===== src/rtl/multicycle_ws_controller_pkg.sv =====
// Shared encodings for the multicycle processor: controller state,
// opcodes, datapath select values and the control-word layout.
package multicycle_pkg;

    typedef enum logic [3:0] {
        FETCH, DECODE, MEM_ADDR, MEM_RD, MEM_WB, MEM_WR, R_EX, R_WB,
        I_EX, I_WB, BRANCH, JUMP, JAL, FAULT
    } state_e;

    localparam logic [5:0] OP_RTYPE = 6'b000000;
    localparam logic [5:0] OP_LW    = 6'b100011;
    localparam logic [5:0] OP_SW    = 6'b101011;
    localparam logic [5:0] OP_BEQ   = 6'b000100;
    localparam logic [5:0] OP_BNE   = 6'b000101;
    localparam logic [5:0] OP_ADDI  = 6'b001000;
    localparam logic [5:0] OP_SLTI  = 6'b001010;
    localparam logic [5:0] OP_J     = 6'b000010;
    localparam logic [5:0] OP_JAL   = 6'b000011;

    localparam logic [1:0] ASB_B       = 2'b00;
    localparam logic [1:0] ASB_FOUR    = 2'b01;
    localparam logic [1:0] ASB_IMM     = 2'b10;
    localparam logic [1:0] ASB_IMM_SH2 = 2'b11;

    localparam logic [1:0] PCS_ALU    = 2'b00;
    localparam logic [1:0] PCS_ALUOUT = 2'b01;
    localparam logic [1:0] PCS_JUMP   = 2'b10;

    localparam logic [1:0] RD_RT = 2'b00;
    localparam logic [1:0] RD_RD = 2'b01;
    localparam logic [1:0] RD_RA = 2'b10;

    localparam logic [1:0] MTR_ALUOUT = 2'b00;
    localparam logic [1:0] MTR_MDR    = 2'b01;
    localparam logic [1:0] MTR_PC     = 2'b10;

    localparam logic [1:0] AOP_ADD  = 2'b00;
    localparam logic [1:0] AOP_SUB  = 2'b01;
    localparam logic [1:0] AOP_FUNC = 2'b10;
    localparam logic [1:0] AOP_SLT  = 2'b11;

    // Every datapath control the FSM drives, zeroed as one word.
    typedef struct packed {
        logic       mem_read;
        logic       mem_write;
        logic       iord;
        logic       ir_write;
        logic       pc_write;
        logic       pc_write_cond;
        logic       pc_write_cond_ne;
        logic       reg_write;
        logic       alu_src_a;
        logic       instr_done;
        logic [1:0] reg_dst;
        logic [1:0] mem_to_reg;
        logic [1:0] alu_src_b;
        logic [1:0] pc_src;
        logic [1:0] alu_op;
    } ctrl_t;

endpackage


===== src/rtl/multicycle_ws_controller_if.sv =====
// Controller <-> datapath/memory bundle. master = controller side.
interface multicycle_ws_controller_if;
    logic [5:0] opcode;
    logic       mem_ready;
    logic       mem_read, mem_write;
    logic       IorD, IR_write, pc_write, pc_write_cond, pc_write_cond_ne;
    logic       reg_write, alu_src_a;
    logic [1:0] reg_dst, mem_to_reg, alu_src_b, pc_src, alu_op;
    logic       instr_done, illegal_op, bus_error;

    modport master (
        input  opcode, mem_ready,
        output mem_read, mem_write, IorD, IR_write, pc_write, pc_write_cond,
               pc_write_cond_ne, reg_write, alu_src_a, reg_dst, mem_to_reg,
               alu_src_b, pc_src, alu_op, instr_done, illegal_op, bus_error
    );

    modport slave (
        output opcode, mem_ready,
        input  mem_read, mem_write, IorD, IR_write, pc_write, pc_write_cond,
               pc_write_cond_ne, reg_write, alu_src_a, reg_dst, mem_to_reg,
               alu_src_b, pc_src, alu_op, instr_done, illegal_op, bus_error
    );
endinterface


===== src/rtl/mem_wait_timer.sv =====
// Counts wait cycles of one memory access and flags the last permitted
// wait cycle. MEM_TIMEOUT = 0 never flags.
module mem_wait_timer #(
    parameter int unsigned MEM_TIMEOUT = 15
) (
    input  logic clk,
    input  logic rst,
    input  logic clr,
    input  logic inc,
    output logic limit_hit
);
    localparam int unsigned CW_RAW = $clog2(MEM_TIMEOUT + 1);
    localparam int unsigned CW     = (CW_RAW < 1) ? 1 : CW_RAW;
    localparam logic [CW-1:0] LIMIT = CW'((MEM_TIMEOUT == 0) ? 0 : MEM_TIMEOUT - 1);

    logic [CW-1:0] count_q, count_d;

    // Next count: restart on access entry, otherwise step per wait cycle.
    always_comb begin
        // NOTE: every always_comb output gets a value on every path; the
        // default-first assignment is what keeps a latch from being inferred.
        count_d = count_q;
        if (clr)
            count_d = '0;
        else if (inc)
            count_d = count_q + CW'(1);
    end

    // Wait-count register.
    always_ff @(posedge clk or negedge rst) begin
        // NOTE: sequential state uses <= so all flops sample the same
        // pre-edge values regardless of block ordering.
        if (!rst) count_q <= '0;
        else      count_q <= count_d;
    end

    // The current wait cycle is the last one allowed; a miss here times out.
    assign limit_hit = (MEM_TIMEOUT != 0) && (count_q == LIMIT);

endmodule


===== src/rtl/multicycle_ws_controller.sv =====
// Multicycle control FSM with wait-state memory handshake, access timeout
// and sticky fault flags.
module multicycle_ws_controller
    import multicycle_pkg::*;
#(
    parameter int unsigned MEM_TIMEOUT = 15,
    parameter bit          SUPPORT_JAL = 1'b1
) (
    input logic                         clk,
    input logic                         rst,
    multicycle_ws_controller_if.master  bus
);
    state_e state_q, state_d;
    logic   illegal_op_q, illegal_op_d;
    logic   bus_error_q, bus_error_d;
    logic   in_access, limit_hit;
    ctrl_t  ctl;

    mem_wait_timer #(.MEM_TIMEOUT(MEM_TIMEOUT)) u_timer (
        .clk       (clk),
        .rst       (rst),
        .clr       (state_d != state_q),
        .inc       (in_access && !bus.mem_ready),
        .limit_hit (limit_hit)
    );

    // Next state, fault flags and control word for the current state.
    always_comb begin
        state_d      = state_q;
        illegal_op_d = illegal_op_q;
        bus_error_d  = bus_error_q;
        in_access    = 1'b0;
        ctl          = '0;
        unique case (state_q)
            FETCH: begin
                in_access     = 1'b1;
                ctl.mem_read  = 1'b1;
                ctl.alu_src_b = ASB_FOUR;
                if (bus.mem_ready) begin
                    ctl.ir_write = 1'b1;
                    ctl.pc_write = 1'b1;
                    state_d      = DECODE;
                end else if (limit_hit) begin
                    bus_error_d = 1'b1;
                    state_d     = FAULT;
                end
            end
            DECODE: begin
                ctl.alu_src_b = ASB_IMM_SH2;
                case (bus.opcode)
                    OP_LW, OP_SW:     state_d = MEM_ADDR;
                    OP_RTYPE:         state_d = R_EX;
                    OP_ADDI, OP_SLTI: state_d = I_EX;
                    OP_BEQ, OP_BNE:   state_d = BRANCH;
                    OP_J:             state_d = JUMP;
                    OP_JAL: begin
                        state_d      = SUPPORT_JAL ? JAL : FAULT;
                        illegal_op_d = illegal_op_q | !SUPPORT_JAL;
                    end
                    default: begin
                        state_d      = FAULT;
                        illegal_op_d = 1'b1;
                    end
                endcase
            end
            MEM_ADDR: begin
                ctl.alu_src_a = 1'b1;
                ctl.alu_src_b = ASB_IMM;
                state_d       = (bus.opcode == OP_SW) ? MEM_WR : MEM_RD;
            end
            MEM_RD: begin
                in_access    = 1'b1;
                ctl.mem_read = 1'b1;
                ctl.iord     = 1'b1;
                if (bus.mem_ready) begin
                    state_d = MEM_WB;
                end else if (limit_hit) begin
                    bus_error_d = 1'b1;
                    state_d     = FAULT;
                end
            end
            MEM_WB: begin
                ctl.reg_write  = 1'b1;
                ctl.reg_dst    = RD_RT;
                ctl.mem_to_reg = MTR_MDR;
                ctl.instr_done = 1'b1;
                state_d        = FETCH;
            end
            MEM_WR: begin
                in_access     = 1'b1;
                ctl.mem_write = 1'b1;
                ctl.iord      = 1'b1;
                if (bus.mem_ready) begin
                    ctl.instr_done = 1'b1;
                    state_d        = FETCH;
                end else if (limit_hit) begin
                    bus_error_d = 1'b1;
                    state_d     = FAULT;
                end
            end
            R_EX: begin
                ctl.alu_src_a = 1'b1;
                ctl.alu_src_b = ASB_B;
                ctl.alu_op    = AOP_FUNC;
                state_d       = R_WB;
            end
            R_WB: begin
                ctl.reg_write  = 1'b1;
                ctl.reg_dst    = RD_RD;
                ctl.mem_to_reg = MTR_ALUOUT;
                ctl.instr_done = 1'b1;
                state_d        = FETCH;
            end
            I_EX: begin
                ctl.alu_src_a = 1'b1;
                ctl.alu_src_b = ASB_IMM;
                ctl.alu_op    = (bus.opcode == OP_SLTI) ? AOP_SLT : AOP_ADD;
                state_d       = I_WB;
            end
            I_WB: begin
                ctl.reg_write  = 1'b1;
                ctl.instr_done = 1'b1;
                state_d        = FETCH;
            end
            BRANCH: begin
                ctl.alu_src_a        = 1'b1;
                ctl.alu_src_b        = ASB_B;
                ctl.alu_op           = AOP_SUB;
                ctl.pc_src           = PCS_ALUOUT;
                ctl.pc_write_cond    = (bus.opcode == OP_BEQ);
                ctl.pc_write_cond_ne = (bus.opcode == OP_BNE);
                ctl.instr_done       = 1'b1;
                state_d              = FETCH;
            end
            JUMP, JAL: begin
                ctl.pc_write   = 1'b1;
                ctl.pc_src     = PCS_JUMP;
                ctl.instr_done = 1'b1;
                if (state_q == JAL) begin
                    ctl.reg_write  = 1'b1;
                    ctl.reg_dst    = RD_RA;
                    ctl.mem_to_reg = MTR_PC;
                end
                state_d = FETCH;
            end
            FAULT:   state_d = FAULT;
            default: state_d = FETCH;
        endcase
        // Reset holds every control quiet even though state already reads FETCH.
        if (!rst) ctl = '0;
    end

    // State and sticky fault flag registers.
    always_ff @(posedge clk or negedge rst) begin
        if (!rst) begin
            state_q      <= FETCH;
            illegal_op_q <= 1'b0;
            bus_error_q  <= 1'b0;
        end else begin
            state_q      <= state_d;
            illegal_op_q <= illegal_op_d;
            bus_error_q  <= bus_error_d;
        end
    end

    assign bus.mem_read         = ctl.mem_read;
    assign bus.mem_write        = ctl.mem_write;
    assign bus.IorD             = ctl.iord;
    assign bus.IR_write         = ctl.ir_write;
    assign bus.pc_write         = ctl.pc_write;
    assign bus.pc_write_cond    = ctl.pc_write_cond;
    assign bus.pc_write_cond_ne = ctl.pc_write_cond_ne;
    assign bus.reg_write        = ctl.reg_write;
    assign bus.alu_src_a        = ctl.alu_src_a;
    assign bus.reg_dst          = ctl.reg_dst;
    assign bus.mem_to_reg       = ctl.mem_to_reg;
    assign bus.alu_src_b        = ctl.alu_src_b;
    assign bus.pc_src           = ctl.pc_src;
    assign bus.alu_op           = ctl.alu_op;
    assign bus.instr_done       = ctl.instr_done;
    assign bus.illegal_op       = illegal_op_q;
    assign bus.bus_error        = bus_error_q;

endmodule

===== src/flat_wrapper.sv =====
// flat-port wrapper written by rule: the top's interface ports become plain ports
module multicycle_ws_controller_flat import multicycle_pkg::*;
#(
    parameter int unsigned MEM_TIMEOUT = 15,
    parameter bit          SUPPORT_JAL = 1'b1
)
  (clk, rst, bus_opcode, bus_mem_ready, bus_mem_read, bus_mem_write, bus_IorD, bus_IR_write, bus_pc_write, bus_pc_write_cond, bus_pc_write_cond_ne, bus_reg_write, bus_alu_src_a, bus_reg_dst, bus_mem_to_reg, bus_alu_src_b, bus_pc_src, bus_alu_op, bus_instr_done, bus_illegal_op, bus_bus_error);
  multicycle_ws_controller_if bus_i ();
  input logic clk;
  input logic rst;
  input wire logic [$bits(bus_i.opcode)-1:0] bus_opcode;
  input wire logic [$bits(bus_i.mem_ready)-1:0] bus_mem_ready;
  output wire logic [$bits(bus_i.mem_read)-1:0] bus_mem_read;
  output wire logic [$bits(bus_i.mem_write)-1:0] bus_mem_write;
  output wire logic [$bits(bus_i.IorD)-1:0] bus_IorD;
  output wire logic [$bits(bus_i.IR_write)-1:0] bus_IR_write;
  output wire logic [$bits(bus_i.pc_write)-1:0] bus_pc_write;
  output wire logic [$bits(bus_i.pc_write_cond)-1:0] bus_pc_write_cond;
  output wire logic [$bits(bus_i.pc_write_cond_ne)-1:0] bus_pc_write_cond_ne;
  output wire logic [$bits(bus_i.reg_write)-1:0] bus_reg_write;
  output wire logic [$bits(bus_i.alu_src_a)-1:0] bus_alu_src_a;
  output wire logic [$bits(bus_i.reg_dst)-1:0] bus_reg_dst;
  output wire logic [$bits(bus_i.mem_to_reg)-1:0] bus_mem_to_reg;
  output wire logic [$bits(bus_i.alu_src_b)-1:0] bus_alu_src_b;
  output wire logic [$bits(bus_i.pc_src)-1:0] bus_pc_src;
  output wire logic [$bits(bus_i.alu_op)-1:0] bus_alu_op;
  output wire logic [$bits(bus_i.instr_done)-1:0] bus_instr_done;
  output wire logic [$bits(bus_i.illegal_op)-1:0] bus_illegal_op;
  output wire logic [$bits(bus_i.bus_error)-1:0] bus_bus_error;
  assign bus_i.opcode = bus_opcode;
  assign bus_i.mem_ready = bus_mem_ready;
  assign bus_mem_read = bus_i.mem_read;
  assign bus_mem_write = bus_i.mem_write;
  assign bus_IorD = bus_i.IorD;
  assign bus_IR_write = bus_i.IR_write;
  assign bus_pc_write = bus_i.pc_write;
  assign bus_pc_write_cond = bus_i.pc_write_cond;
  assign bus_pc_write_cond_ne = bus_i.pc_write_cond_ne;
  assign bus_reg_write = bus_i.reg_write;
  assign bus_alu_src_a = bus_i.alu_src_a;
  assign bus_reg_dst = bus_i.reg_dst;
  assign bus_mem_to_reg = bus_i.mem_to_reg;
  assign bus_alu_src_b = bus_i.alu_src_b;
  assign bus_pc_src = bus_i.pc_src;
  assign bus_alu_op = bus_i.alu_op;
  assign bus_instr_done = bus_i.instr_done;
  assign bus_illegal_op = bus_i.illegal_op;
  assign bus_bus_error = bus_i.bus_error;
  multicycle_ws_controller #(.MEM_TIMEOUT(MEM_TIMEOUT), .SUPPORT_JAL(SUPPORT_JAL)) u_core (.clk(clk), .rst(rst), .bus(bus_i));
endmodule

===== config.mk =====
export PLATFORM = sky130hd
export DESIGN_NAME = multicycle_ws_controller_flat
export DESIGN_NICKNAME = d
export VERILOG_FILES = /design/src/rtl/multicycle_ws_controller_pkg.sv /design/src/rtl/multicycle_ws_controller_if.sv /design/src/rtl/mem_wait_timer.sv /design/src/rtl/multicycle_ws_controller.sv /design/src/flat_wrapper.sv
export SDC_FILE = /design/constraint.sdc
export NUM_CORES = 1
export LEC_CHECK = 0
export ABC_AREA = 1
export ABC_CLOCK_PERIOD_IN_PS = 2000
export CORE_UTILIZATION = 48
export CTS_CLUSTER_SIZE = 14
export DETAILED_ROUTE_END_ITERATION = 16
export PLACE_DENSITY = 0.8
export SLEW_MARGIN = 40
export SYNTH_ARGS = -nofsm -noshare
export SYNTH_HDL_FRONTEND = slang
export SYNTH_SLANG_ARGS = --single-unit

===== constraint.sdc =====
create_clock -name clk -period 2 [get_ports clk]
set_input_delay 0.6 -clock clk [delete_from_list [all_inputs] [get_ports clk]]
set_output_delay 0.6 -clock clk [all_outputs]
set_load 0.05 [all_outputs]

==> run summary, run 1 <==
Counting flops and latches in the post-synthesis netlist gives 10. CTS built an H-tree with a depth of 1. The placed instance count is 266.

Counting every instance in the synthesized netlist gives 180. The synthesized-area fraction occupied by ao, oa, aoi and oai cells came out at 9.65%. The initialized floorplan defines 17 standard-cell rows. The share of cell area taken by muxes after synthesis is 0%. The post-cts hold buffer count is 0. The proportion of synthesized chip area in sequential cells came out at 22.2%. The last flow stage reached is clock tree synthesis. The starting utilization of the core area came out at 51.0%. The largest buffer count on any clock path came out at 2. The port buffer count came out at 30.

The height of the die is 50.5 µm. The run stopped with a tool error. The number of buffers added for setup after CTS came out at 12. The routability-driven placement congestion ratio came out at between 0.9 and 1. Summing the areas of all xor and xnor instances in the mapped netlist gives around 2.3% of the synthesized area.

Of the total synthesized cell area, the portion taken by full adders, half adders and majority gates is 2.22%. After synthesis, the largest family of logic cells by area is simple AND/OR/NAND/NOR gates. The number of sinks driven by the clock tree came out at 10. The first error in the log reads "[ERROR DPL-0038] Utilization greater than 100%, impossible to legalize". The post-synthesis area per instance is 6.27 µm². The cell area after placement is 2010 µm². The number of gates resized after cts came out at 75. The yosys synthesis warning count came out at 0. In this run the clock root is driven by a clkbuf_4. The width of the die is 50.5 µm. The count of boundary I/O pins came out at 31.

The post-synthesis share of cell area spent on and, or, nand and nor gates is 52.0%. The mapped netlist covers 1130 µm². The number of nets handed over by synthesis was between 150 and 200.

The sum of net half-perimeters after detailed placement came out at 3190 µm. The number of buffers added by the clock tree synthesis step came out at 3. The count of different cell masters after synthesis came out at 27.
-- cells in the mapped netlist --
library cell / n / area [µm²]
a21oi_1: 6 / 30.0
nor2_1: 28 / 105
nor4_1: 1 / 6.26
or2_4: 1 / 8.76
clkinv_1: 1 / 3.75
nand2_1: 33 / 124
nand2_4: 5 / 56.3
a21oi_2: 2 / 17.5
nand3_2: 1 / 10.0
a31oi_1: 1 / 6.26
buf_1: 1 / 3.75
o21ai_1: 2 / 10.0
nor3_2: 4 / 40.0
nand2_2: 4 / 25.0
xor2_1: 3 / 26.3
nor2_2: 6 / 37.5
o21ai_0: 9 / 45.0
nand4_1: 2 / 12.5
nand3_1: 18 / 90.1
buf_4: 1 / 7.51
ha_1: 2 / 25.0
nand3_4: 2 / 35.0
nor2_4: 1 / 11.3
inv_2: 6 / 22.5
inv_1: 25 / 93.8
nor3_1: 5 / 25.0
dfrtp_1: 10 / 250
-- per-stage QoR --
| step | hold WS, ns | TNS [ns] | setup WS, ns |
|---|---|---|---|
| 2_1_floorplan | 0.304 | -0.386 | -0.241 |
| 3_3_place_gp | 0.448 | -8.79 | -0.486 |
| 3_5_place_dp | 0.455 | -10.22 | -0.573 |
-- cell families after synthesis --
kind of cell | count (synthesis)
xor gates and xnor gates | 3
buffers and inverters | 34
AOI/OAI and AO/OA | 20
and+or+nand+nor | 111
DFF | 10
adders and majority gates | 2
==> inputs of run 2 (changes only) <==
--- a/config.mk
+++ b/config.mk
@@ -7,10 +7,10 @@
 export LEC_CHECK = 0
 export ABC_AREA = 1
 export ABC_CLOCK_PERIOD_IN_PS = 2000
-export CORE_UTILIZATION = 48
-export CTS_CLUSTER_SIZE = 14
+export CORE_AREA = 2 2 63 65
 export DETAILED_ROUTE_END_ITERATION = 16
-export PLACE_DENSITY = 0.8
+export DIE_AREA = 0 0 65 67
+export PLACE_DENSITY_LB_ADDON = 0.15
 export SLEW_MARGIN = 40
 export SYNTH_ARGS = -nofsm -noshare
 export SYNTH_HDL_FRONTEND = slang
==> run 2 against run 1 <==
Against the previous run: synthesized area unchanged; the flow now finishes, with violations (negative setup slack); synthesized cell count is the same.
==> run summary, run 2 <==
The largest registers in the layout are u_core.state_q: 4 flops, u_core.u_timer.count_q: 4 flops. Pin placement for this block handled 31 I/O pins. The library cell used most frequently in the layout, excluding fill and tap cells, is buf_4. TritonCTS built the clock tree. The worst stage delay on the critical path came out at 0.45 ns. The number of enable-type register cells in the synthesized netlist came out at 0.

The worst path arrival time came out at 1.61 ns. After technology mapping, the gate count stands at 180. For this run, design rule violations remaining after detail routing come to 0.

The peak fanout along the critical path came out at 5. Among cell families on the critical path, the largest total delay comes from flip-flops. The first global-routing pass estimated 6860 µm of wire.

The top cell type by area accounts for roughly 22% of the synthesized area. The required time reported for the critical path endpoint came out at 1.40 ns. From synthesis to final layout, the design area changed by 131%. The width of the die came out at 65 µm. The most numerous cell in the Yosys netlist is nand2_1. The via count of the first global-routing pass was ~1,500. The starting utilization of the core area came out at 31.3%.

The most used flip-flop cell after synthesis is dfrtp_1. The sum of buffers and inverters on the critical path is 4. The vias per cell is 4.82. The synthesized design contains 10 register bits. The residual overflow from global routing is 0. Summed over all instances, the cell type with the most area after synthesis is dfrtp_1. In the post-synthesis netlist, the biggest area contributors are dfrtp_1, nand2_1, nor2_1, inv_1, nand3_1. The worst register-to-register path begins at u_core.state_q[1]$_DFF_PN0_. For this design, the slowest cell found on the critical path is dfrtp_2. The achievable frequency came out at 452 MHz.

For this run, the register share of the synthesized area comes to approximately 22%. In the layout the commonest cells are buf_4, nand2_1, nor2_4. The total leakage power came out at 1.17 nW. Wires add up to ~4600 µm. The number of placed instances, taps included, is 293. The number of sinks driven by the clock tree is 10. The cell area power density is around 220 nW/µm². The cell area after placement is roughly 2100 µm². The count of final hold-check violations is 0. Of the cells placed in the final design, the portion with a size suffix greater than 1 is roughly 67%.

The internal reg-to-reg setup slack came out at 0.11 ns. The area of all placed cells without fillers is between 2000 and 3000 µm². The tool flagged a number of max-cap violations equal to 0. The net count after synthesis is 191.

The antenna cell count came out at 0. Following the worst setup path forward leads to its endpoint at bus_instr_done. The cell at the root of the clock tree is clkbuf_8. The worst pin sits at a relative slew slack of 78.4%. In this run, distinct cell masters in the synthesized netlist total 27.

The fraction of synthesis flops using an asynchronous set or reset pin is 100%. The floorplan die area is 4360 µm². The source-to-sink clock delay at the later pin of the worst-skew pair came out at 0.23 ns. STA classifies the critical path endpoint as a primary output. The setup violation total in the final timing report came out at 15.

The number of placement rows came out at 22. The start point of the critical path is u_core.state_q[1]$_DFF_PN0_. The height of the die is 67 µm.

Port buffering added 30 buffers. Setup repair after global routing could not meet its margin everywhere. Once detail routing completed, the nets flagged for antenna violations numbered 0. The first-pass detailed-route iteration total came out at 4.

The tightest min-delay check is of the input port to asynchronous set/reset pin type. At the end of the flow, the number of nets in the layout was between 200 and 300. After clock tree synthesis, the clock-pin slew on the worst setup and hold paths is 0.05 ns. Entering global routing, the biggest net connects 13 pins. The area of the mapped netlist came out at 1130 µm². The final period demand of the worst path is 2.21 ns.

The signal on the critical path passes through nor2_4, inv_4, nor2_4, inv_2, o21ai_1, o21ai_1, inv_1, buf_12. The final reports fail on negative setup slack. The number of DRC violations after detailed-routing iteration 0 came out at 83. The depth of the worst register-to-register path is 12. The yosys synthesis warning count came out at 0.

The final total power came out at 574 µW. The worst voltage drop across the vdd grid is between 300 and 400 µV. Clock skew on the completed layout was measured at 0.00327 ns. The initial antenna violation count came out at 0. The core region is 3610 µm².

STA classifies the critical path startpoint as a register. The largest buffer count on any clock path is 2. Each instance of the synthesized netlist takes up on average 6.27 µm². The run finished, with violations left. Global routing used 20.0% of the available tracks across all layers. The routed layout has 1,537 vias. By count the netlist is led by nand2_1, nor2_1, inv_1, nand3_1, dfrtp_1. The part of the cycle the worst path needs is 111%. The congestion estimate from routability-driven global placement came to about 0.90. The number of slew-limit violations in the final report was 0. The worst register-to-register path ends at u_core.u_timer.count_q[2]$_DFFE_PN0P_. The kind of critical path is register to primary output. The number of buffers added by the clock tree synthesis step is 3. The count of cells in the finished layout, fillers not included, comes to 319.

CTS built an H-tree with a depth of 1. For the pin with the worst max-slew slack, the measured transition is 0.323 ns. The per-cell routed wire length came out at ~14 µm.

Setup slack on the critical path of the routed design comes to -0.213 ns. The critical path runs through a total of 8 cells. Detailed placement finished with a half-perimeter wire length of 2910 µm.
run 2: timing repair:
action | CTS | global route
resized for setup | 82 | 43
hold buffers | 0 | 0
endpoints found under the setup margin | 24 | 23
buffers inserted | 14 | 10
pin swaps | 17 | 19
cloned | 1 | 0
run 2: cell families (layout without fill, tap and decap cells):
logic type / Yosys count / count (layout) / synth area share [%]
flip-flops: 10 / 10 / 22.2
buffers and inverters: 34 / 125 / 11.6
adder cells (fa/ha/maj): 2 / 2 / 2.22
AO/OA/AOI/OAI: 20 / 20 / 9.65
AND/OR/NAND/NOR: 111 / 111 / 52.0
XOR/XNOR: 3 / 3 / 2.33
run 2: stage by stage:
step / hold WS, ns / setup slack (ns) / util [%] / setup TNS, ns
2_1_floorplan: 0.304 / -0.241 / - / -0.386
3_3_place_gp: 0.450 / -0.495 / 57.8 / -9.78
3_5_place_dp: 0.455 / -0.579 / 57.8 / -10.23
4_1_cts: 0.416 / -0.157 / 67.0 / -1.52
5_1_grt: 0.440 / -0.258 / 72.2 / -2.49
6_report: 0.425 / -0.213 / 72.2 / -1.64
run 2: final cells by class:
cell class	instances	area [µm²]
tap	48	60.1
clock buffer	4	55.1
inverter	32	143
fill	251	1000
timing repair buffer	88	957
sequential	10	255
timing repair inverter	1	5.00
multi-input combinational	136	1130
run 2: metal layers:
metal	track usage, %	part of all wire, %
met5	0	0
met1	23.6	41
met4	8.51	3.2
met3	2.53	3.9
met2	36.2	52
run 2: report_power, final:
group / internal (mW) / switching, mW
registers: 0.203 / 0
clock network: 0.173 / 0.0738
logic: 0.0556 / 0.0690
run 2: worst min path at each step:
| stage | start | end | slack (ns) | cells past startpoint |
|---|---|---|---|---|
| floorplan | rst | u_core.bus.bus_error$_DFFE_PN0P_ | 0.30 | 0 |
| global placement | u_core.bus.bus_error$_DFFE_PN0P_ | u_core.bus.bus_error$_DFFE_PN0P_ | 0.45 | 2 |
| detailed placement | u_core.bus.bus_error$_DFFE_PN0P_ | u_core.bus.bus_error$_DFFE_PN0P_ | 0.45 | 2 |
| CTS | rst | u_core.state_q[2]$_DFF_PN0_ | 0.42 | 2 |
| global route | rst | u_core.u_timer.count_q[0]$_DFFE_PN0P_ | 0.44 | 2 |
| finish | rst | u_core.u_timer.count_q[0]$_DFFE_PN0P_ | 0.43 | 2 |
(Power assumes the default switching activity.)
